===== src/rtl/led_matrix_status_scanner_pkg.sv =====
// Shared constants for the status LED matrix scanner: FSM encodings and default matrix geometry.
// The status decoders import the same geometry so their image_in packing stays consistent.
package led_matrix_status_scanner_pkg;

    localparam logic [1:0] ST_IDLE  = 2'd0;
    localparam logic [1:0] ST_SCAN  = 2'd1;
    localparam logic [1:0] ST_BLANK = 2'd2;

    localparam int DEF_NUM_COLS = 5;
    localparam int DEF_NUM_ROWS = 7;

    function automatic int max_int(input int a, input int b);
        return (a > b) ? a : b;
    endfunction

endpackage


===== src/rtl/led_matrix_frame_buffer.sv =====
// Double buffer for the LED matrix image: shadow accepts a new image over valid/ready,
// active is what the scanner displays and is replaced from shadow only when the scanner asks.
module led_matrix_frame_buffer
    import led_matrix_status_scanner_pkg::*;
#(
    parameter int IMG_W = DEF_NUM_COLS * DEF_NUM_ROWS
) (
    input  logic             clk,
    input  logic             rst_n,
    input  logic             clear,
    input  logic [IMG_W-1:0] image_in,
    input  logic             image_valid,
    input  logic             swap,
    output logic             image_ready,
    output logic             shadow_full,
    output logic [IMG_W-1:0] active_nxt
);

    logic [IMG_W-1:0] shadow_q, shadow_d;
    logic [IMG_W-1:0] active_q, active_d;
    logic             shadow_full_q, shadow_full_d;
    logic             ready_q, ready_d;
    logic             xfer;

    // Swap only happens while shadow is full, so ready is low and no transfer can collide with it.
    always_comb begin
        xfer          = image_valid & ready_q & ~clear;
        shadow_d      = xfer ? image_in : shadow_q;
        active_d      = swap ? shadow_q : active_q;
        shadow_full_d = shadow_full_q;
        if (clear || swap) begin
            shadow_full_d = 1'b0;
        end else if (xfer) begin
            shadow_full_d = 1'b1;
        end
        ready_d = ~shadow_full_d;
    end

    always_ff @(posedge clk or negedge rst_n) begin
        if (!rst_n) begin
            shadow_q      <= '0;
            active_q      <= '0;
            shadow_full_q <= 1'b0;
            ready_q       <= 1'b1;
        end else begin
            shadow_q      <= shadow_d;
            active_q      <= active_d;
            shadow_full_q <= shadow_full_d;
            ready_q       <= ready_d;
        end
    end

    assign image_ready = ready_q;
    assign shadow_full = shadow_full_q;
    assign active_nxt  = active_d;

endmodule


===== src/rtl/led_matrix_status_scanner.sv =====
// Column-multiplexed status LED matrix driver with blank gaps, frame-boundary image swap and blink.
// state | meaning
// IDLE  | nothing lit, waiting for the first image in the shadow buffer
// SCAN  | column col_idx lit with its row pattern for SCAN_CYCLES clocks
// BLANK | all columns off for BLANK_CYCLES clocks before the next column
module led_matrix_status_scanner
    import led_matrix_status_scanner_pkg::*;
#(
    parameter int NUM_COLS     = DEF_NUM_COLS,
    parameter int NUM_ROWS     = DEF_NUM_ROWS,
    parameter int SCAN_CYCLES  = 1000,
    parameter int BLANK_CYCLES = 20,
    parameter int BLINK_FRAMES = 50,
    parameter int COL_ACT_LOW  = 1
) (
    input  logic                         clk,
    input  logic                         rst_n,
    input  logic                         clear,
    input  logic [NUM_COLS*NUM_ROWS-1:0] image_in,
    input  logic                         image_valid,
    output logic                         image_ready,
    input  logic                         blink_en,
    output logic [NUM_COLS-1:0]          col_sel,
    output logic [NUM_ROWS-1:0]          row_data,
    output logic                         frame_done
);

    localparam int IMG_W = NUM_COLS * NUM_ROWS;
    localparam int CNT_W = $clog2(max_int(SCAN_CYCLES, BLANK_CYCLES) + 1);
    localparam int FR_W  = $clog2(BLINK_FRAMES + 1);
    localparam int COL_W = (NUM_COLS > 1) ? $clog2(NUM_COLS) : 1;

    localparam logic [CNT_W-1:0]    SCAN_LD  = CNT_W'(SCAN_CYCLES - 1);
    localparam logic [CNT_W-1:0]    BLANK_LD = CNT_W'((BLANK_CYCLES > 0) ? BLANK_CYCLES - 1 : 0);
    localparam logic [FR_W-1:0]     FR_LAST  = FR_W'(BLINK_FRAMES - 1);
    localparam logic [COL_W-1:0]    COL_LAST = COL_W'(NUM_COLS - 1);
    localparam logic [NUM_COLS-1:0] COL_OFF  = (COL_ACT_LOW != 0) ? {NUM_COLS{1'b1}} : '0;

    logic [1:0]          state_q, state_d;
    logic [COL_W-1:0]    col_idx_q, col_idx_d;
    logic [CNT_W-1:0]    cnt_q, cnt_d;
    logic [FR_W-1:0]     frame_cnt_q, frame_cnt_d;
    logic                phase_q, phase_d;
    logic [NUM_COLS-1:0] col_sel_q, col_sel_d;
    logic [NUM_ROWS-1:0] row_data_q, row_data_d;
    logic                frame_done_q, frame_done_d;

    logic             swap, col_start, wrap, advance, shadow_full;
    logic [IMG_W-1:0] active_nxt;

    led_matrix_frame_buffer #(
        .IMG_W(IMG_W)
    ) u_frame_buffer (
        .clk        (clk),
        .rst_n      (rst_n),
        .clear      (clear),
        .image_in   (image_in),
        .image_valid(image_valid),
        .swap       (swap),
        .image_ready(image_ready),
        .shadow_full(shadow_full),
        .active_nxt (active_nxt)
    );

    always_comb begin
        state_d      = state_q;
        col_idx_d    = col_idx_q;
        cnt_d        = cnt_q;
        frame_cnt_d  = frame_cnt_q;
        phase_d      = phase_q;
        swap         = 1'b0;
        col_start    = 1'b0;
        wrap         = 1'b0;
        advance      = 1'b0;

        case (state_q)
            ST_IDLE: begin
                if (shadow_full) begin
                    state_d   = ST_SCAN;
                    col_idx_d = '0;
                    cnt_d     = SCAN_LD;
                    col_start = 1'b1;
                    swap      = 1'b1;
                end
            end
            ST_SCAN: begin
                if (cnt_q == '0) begin
                    if (BLANK_CYCLES == 0) begin
                        advance = 1'b1;
                    end else begin
                        state_d = ST_BLANK;
                        cnt_d   = BLANK_LD;
                    end
                end else begin
                    cnt_d = cnt_q - 1'b1;
                end
            end
            ST_BLANK: begin
                if (cnt_q == '0) begin
                    advance = 1'b1;
                end else begin
                    cnt_d = cnt_q - 1'b1;
                end
            end
            default: state_d = ST_IDLE;
        endcase

        if (advance) begin
            state_d   = ST_SCAN;
            cnt_d     = SCAN_LD;
            col_start = 1'b1;
            if (col_idx_q == COL_LAST) begin
                col_idx_d = '0;
                wrap      = 1'b1;
                swap      = shadow_full;
            end else begin
                col_idx_d = col_idx_q + 1'b1;
            end
        end

        if (!blink_en) begin
            frame_cnt_d = '0;
            phase_d     = 1'b1;
        end else if (wrap) begin
            if (frame_cnt_q == FR_LAST) begin
                frame_cnt_d = '0;
                phase_d     = ~phase_q;
            end else begin
                frame_cnt_d = frame_cnt_q + 1'b1;
            end
        end

        frame_done_d = wrap;

        if (clear) begin
            state_d      = ST_IDLE;
            col_idx_d    = '0;
            cnt_d        = '0;
            frame_cnt_d  = '0;
            phase_d      = 1'b1;
            swap         = 1'b0;
            col_start    = 1'b0;
            frame_done_d = 1'b0;
        end

        // Row pattern is latched at column start so blink changes never cut a column short.
        col_sel_d  = COL_OFF;
        row_data_d = '0;
        if (state_d == ST_SCAN) begin
            col_sel_d = COL_OFF ^ (NUM_COLS'(1) << col_idx_d);
            if (col_start) begin
                row_data_d = phase_d ? active_nxt[int'(col_idx_d)*NUM_ROWS +: NUM_ROWS] : '0;
            end else begin
                row_data_d = row_data_q;
            end
        end
    end

    always_ff @(posedge clk or negedge rst_n) begin
        if (!rst_n) begin
            state_q      <= ST_IDLE;
            col_idx_q    <= '0;
            cnt_q        <= '0;
            frame_cnt_q  <= '0;
            phase_q      <= 1'b1;
            col_sel_q    <= COL_OFF;
            row_data_q   <= '0;
            frame_done_q <= 1'b0;
        end else begin
            state_q      <= state_d;
            col_idx_q    <= col_idx_d;
            cnt_q        <= cnt_d;
            frame_cnt_q  <= frame_cnt_d;
            phase_q      <= phase_d;
            col_sel_q    <= col_sel_d;
            row_data_q   <= row_data_d;
            frame_done_q <= frame_done_d;
        end
    end

    assign col_sel    = col_sel_q;
    assign row_data   = row_data_q;
    assign frame_done = frame_done_q;

endmodule

===== config.mk =====
export PLATFORM = sky130hd
export DESIGN_NAME = led_matrix_status_scanner
export DESIGN_NICKNAME = d
export VERILOG_FILES = /design/src/rtl/led_matrix_status_scanner_pkg.sv /design/src/rtl/led_matrix_frame_buffer.sv /design/src/rtl/led_matrix_status_scanner.sv
export SDC_FILE = /design/constraint.sdc
export NUM_CORES = 1
export LEC_CHECK = 0
export ABC_AREA = 0
export CAP_MARGIN = 20
export CORE_ASPECT_RATIO = 0.6
export CORE_MARGIN = 4
export CORE_UTILIZATION = 57
export DETAILED_ROUTE_END_ITERATION = 10
export PLACE_DENSITY = 0.86
export SYNTH_ARGS = -nofsm -noshare
export SYNTH_HDL_FRONTEND = slang
export SYNTH_SLANG_ARGS = --single-unit

===== constraint.sdc =====
create_clock -name clk -period 2.49 [get_ports clk]
set_input_delay 0.249 -clock clk [delete_from_list [all_inputs] [get_ports clk]]
set_output_delay 0.249 -clock clk [all_outputs]
set_load 0.005 [all_outputs]

==> impl_metrics.csv <==
group,metric,value,unit
global_routing,grt_max_degree,37,
place,gp_congestion,0.9500,
run,cap_violations,0,
layout,area_growth,29.47,%
routing,avgRoutedWirePerCell,19.17,microns
critical_path,r2r_setup_slack,0.08,ns
global_routing,grt_overflow,0,
sta,final-max-slew-violation-count,0,
clock_network,cts_buffers,9,
sta,hold_viol_final,0,
power_and_ir_drop,pwr-share-clk,30.8,%
die,core,8621,sq um
yosys,synth-compound-area-share,12.59,%
critical_path,path_class,"register to register",
routing,route.met3.wl,1166,microns
critical_path,cp-end-kind,"register",
power_and_ir_drop,switching_share,29.27,%
clock_network,cts_tree,"built",
yosys,post_synth_instance_area,5100,sq um
status,outcome,"completed",
critical_path,r2r_cells,10,
critical_path,crit_top_cell,"buf_4",
yosys,synthArstFlopShare,100.0,%
sta,setup_viol,0,
layout,utilization,76.59,%
routing,routed_wl,13210,microns
routing,drt_iter0_drc,380,
die,dieArea,10570,sq um
power_and_ir_drop,pwr-share-seq,46.9,%
hold_path,hold_path_class,"input port to async pin",
clock_network,clk_pin_slew_worst_paths,0.07,ns
yosys,ys_seq_area_share,52.67,%
critical_path,cp_data_arrival_time,2.68,ns
routing,m1WireLength,6200,microns
routing,dr.pass1.iters,5,
die,die_h,81.27,microns
place,dp_hpwl,9624,microns
sta,tightest_slew,0.5528,ns
clock_network,htreeDepth,3,
yosys,synth_xor_area_share,0.1717,%
layout,stdcell_area,6603,sq um
global_routing,grt_pass1_wl,20960,microns
sta,relSlewSlack,63.01,%
sta,finalCritPeriodShare,96.87,%
sta,fmax,0.4146,GHz
power_and_ir_drop,switchingPower,1.421,mW
power_and_ir_drop,p_comb_share,22.3,%
clock_network,cts_buffer_depth,2,
routing,dr_total_vias,4153,
layout,multiInputGateArea,2359,sq um
yosys,syn_nets,518,
global_routing,antenna_found_initial,0,
power_and_ir_drop,p_int,3.434,mW
global_routing,grt_pass1_vias,3999,
sta,fin_crit,2.412,ns
place,io_buffer_count,53,
global_routing,grt_use_total,25.88,%
die,initial_utilization,59.16,%
yosys,muxShareOfSynthArea,11.33,%
critical_path,cp.required,2.76,ns
power_and_ir_drop,ir_drop,0.0004222,V
routing,routed.top_layer,"met4",
yosys,synthAdderAreaFrac,2.453,%
yosys,synth_top_family_by_area,"simple AND/OR/NAND/NOR gates",
clock_network,clock_latency,0.35,ns
power_and_ir_drop,p_leak,2.937,nW
critical_path,startpoint_type,"register",
yosys,yosys_warnings,0,
power_and_ir_drop,power,4.855,mW
place,placed_cell_area,6076,sq um
yosys,synth_edf_count,0,
clock_network,root_buffer,"clkbuf_16",
die,die_width,130.1,microns
routing,avgViaCountPerCell,6.028,
routing,ant_nets,0,
layout,fin_nets,622,
yosys,ys_seq_elements,107,
layout,regArea,2688,sq um
routing,drc,0,
sta,fin_worst_skew,0.006655,ns
critical_path,crit_fanout,8,
yosys,ys_types,67,
layout,layout.cells.non_filler,689,
yosys,netlist_instances,468,
layout,num-fill-cells,540,
yosys,avgSynthCellArea,10.90,sq um
yosys,yosys.area_share.simple,17.47,%
layout,drive_above_1_share,27.56,%
yosys,synthFlopType,"dfrtp_1",
critical_path,crit_chain,"inv_1 -> ha_1 -> nor4bb_2 -> buf_4 -> nand3_1 -> mux2i_1 -> buf_4 -> a32oi_2 -> o221ai_1 -> o221ai_2",
layout,diodes,0,
critical_path,cpPeakStageDelay,0.41,ns
routing,wl_met2,5683,microns
place,placed_cells,664,
die,rows,26,
power_and_ir_drop,power_density,735.4,nW/um^2
clock_network,clock_sinks,107,
critical_path,cp_slowest_cell,"dfrtp_1",
die,pin_count,54,
logic make-up (layout without fill, tap and decap cells):
family,count (synthesis),after routing
AO/OA/AOI/OAI,80,80
XOR/XNOR,1,1
adder cells (fa/ha/maj),10,10
buffers and inverters,40,149
flip-flops,107,107
multiplexers,53,53
AND/OR/NAND/NOR,177,177
worst max-delay path, delay by kind of cell, from the launching register on:
kind | cells | cell delay (ns)
compound gates | 3 | 0.65
buf+inv | 3 | 0.45
flops | 1 | 0.41
simple gates | 2 | 0.41
fa+ha+maj | 1 | 0.24
mux | 1 | 0.16
through the flow:
stage | worst slack [ns] | hold slack (ns) | TNS [ns]
after global placement | 0.08133 | 0.2287 | 0
after detailed placement | 0.02247 | 0.2412 | 0
after floorplan | 0.1863 | -0.04659 | 0
final | 0.07784 | 0.4049 | 0
after global routing | -0.03544 | 0.4340 | -0.1475
after CTS | 0.009812 | 0.4184 | 0
synthesized netlist by cell type (3+ instances only):
| master | number | area [sq um] |
|---|---|---|
| dfrtp_1 | 100 | 2502 |
| nand2_1 | 84 | 315.3 |
| mux2_2 | 38 | 427.9 |
| inv_1 | 25 | 93.84 |
| nor2_1 | 22 | 82.58 |
| nand3_1 | 21 | 105.1 |
| mux2i_1 | 15 | 150.1 |
| a21oi_1 | 13 | 65.06 |
| o21ai_0 | 13 | 65.06 |
| ha_1 | 10 | 125.1 |
| o21ai_1 | 8 | 40.04 |
| dfstp_2 | 7 | 183.9 |
| a32oi_1 | 6 | 52.55 |
| buf_2 | 6 | 30.03 |
| clkbuf_1 | 6 | 22.52 |
| nand3b_1 | 6 | 45.04 |
| o221ai_1 | 6 | 52.55 |
| o221ai_2 | 6 | 90.09 |
| nand2b_1 | 5 | 31.28 |
| nor3_1 | 5 | 25.02 |
| a22o_1 | 4 | 35.03 |
| or3_1 | 4 | 25.02 |
| and2_1 | 3 | 18.77 |
| buf_4 | 3 | 22.52 |
| nand4_1 | 3 | 18.77 |
| o41ai_1 | 3 | 26.28 |
worst paths after layout:
path / from / end
min in group clk: u_frame_buffer.active_q[16] / u_frame_buffer.active_q[16]
worst max register to register: state_q[0] / row_data[5]
worst min-delay path: rst_n / row_data[4]
max in group asynchronous: rst_n / col_sel[1]
worst min register to register: u_frame_buffer.active_q[16] / u_frame_buffer.active_q[16]
worst max-delay path: state_q[0] / row_data[5]
cell usage in the layout (no fill, tap or decap), types with 12 or more instances in the layout:
cell              n
a21oi_1          13
dfrtp_1          99
nand3_1          21
buf_4            50
nor2_1           22
mux2_2           37
clkdlybuf4s50_1  52
mux2i_1          14
nand2_1          83
inv_1            25
o21ai_0          12
power groups by stage:
stage	combinational, mW	clock (mW)	sequential (mW)
after CTS	0.990	1.52	2.27
after global routing	1.19	1.59	2.31
after detailed placement	0.971	0	2.29
after floorplan	0.610	0	2.23
after global placement	0.927	0	2.28
final	1.08	1.50	2.28
per-layer routing:
metal / GRT usage (%) / up-vias
met5: 0 / -
met4: 6.017 / 0
met3: 7.819 / 20
met2: 36.45 / 200
met1: 39.21 / 2062
li1: - / 1871
state kept, by name, indices dropped and copies added, names as in the netlist:
name                        flops
u_frame_buffer.active_q        35
u_frame_buffer.shadow_q        35
cnt_q                          10
row_data                        7
frame_cnt_q                     6
col_sel                         5
col_idx_q                       3
state_q                         2
frame_done                      1
phase_q                         1
u_frame_buffer.image_ready      1
u_frame_buffer.shadow_full      1
repair_timing:
item	in CTS	in global routing
hold buffers	1	0
cloned	0	1
setup endpoints to repair	3	12
endpoints found under the hold margin	31	0
gates resized for setup	2	23
pin swaps	1	2
buffers inserted	1	6
area by class of cell:
cell class | instances | share of cell area [%]
clock inverter | 5 | 1.023
multi-input combinational | 321 | 35.72
clock buffer | 11 | 3.828
timing repair buffer | 108 | 15.18
tap | 112 | 2.122
inverter | 25 | 1.421
sequential | 107 | 40.70
Power figures use the tool's default switching activity.
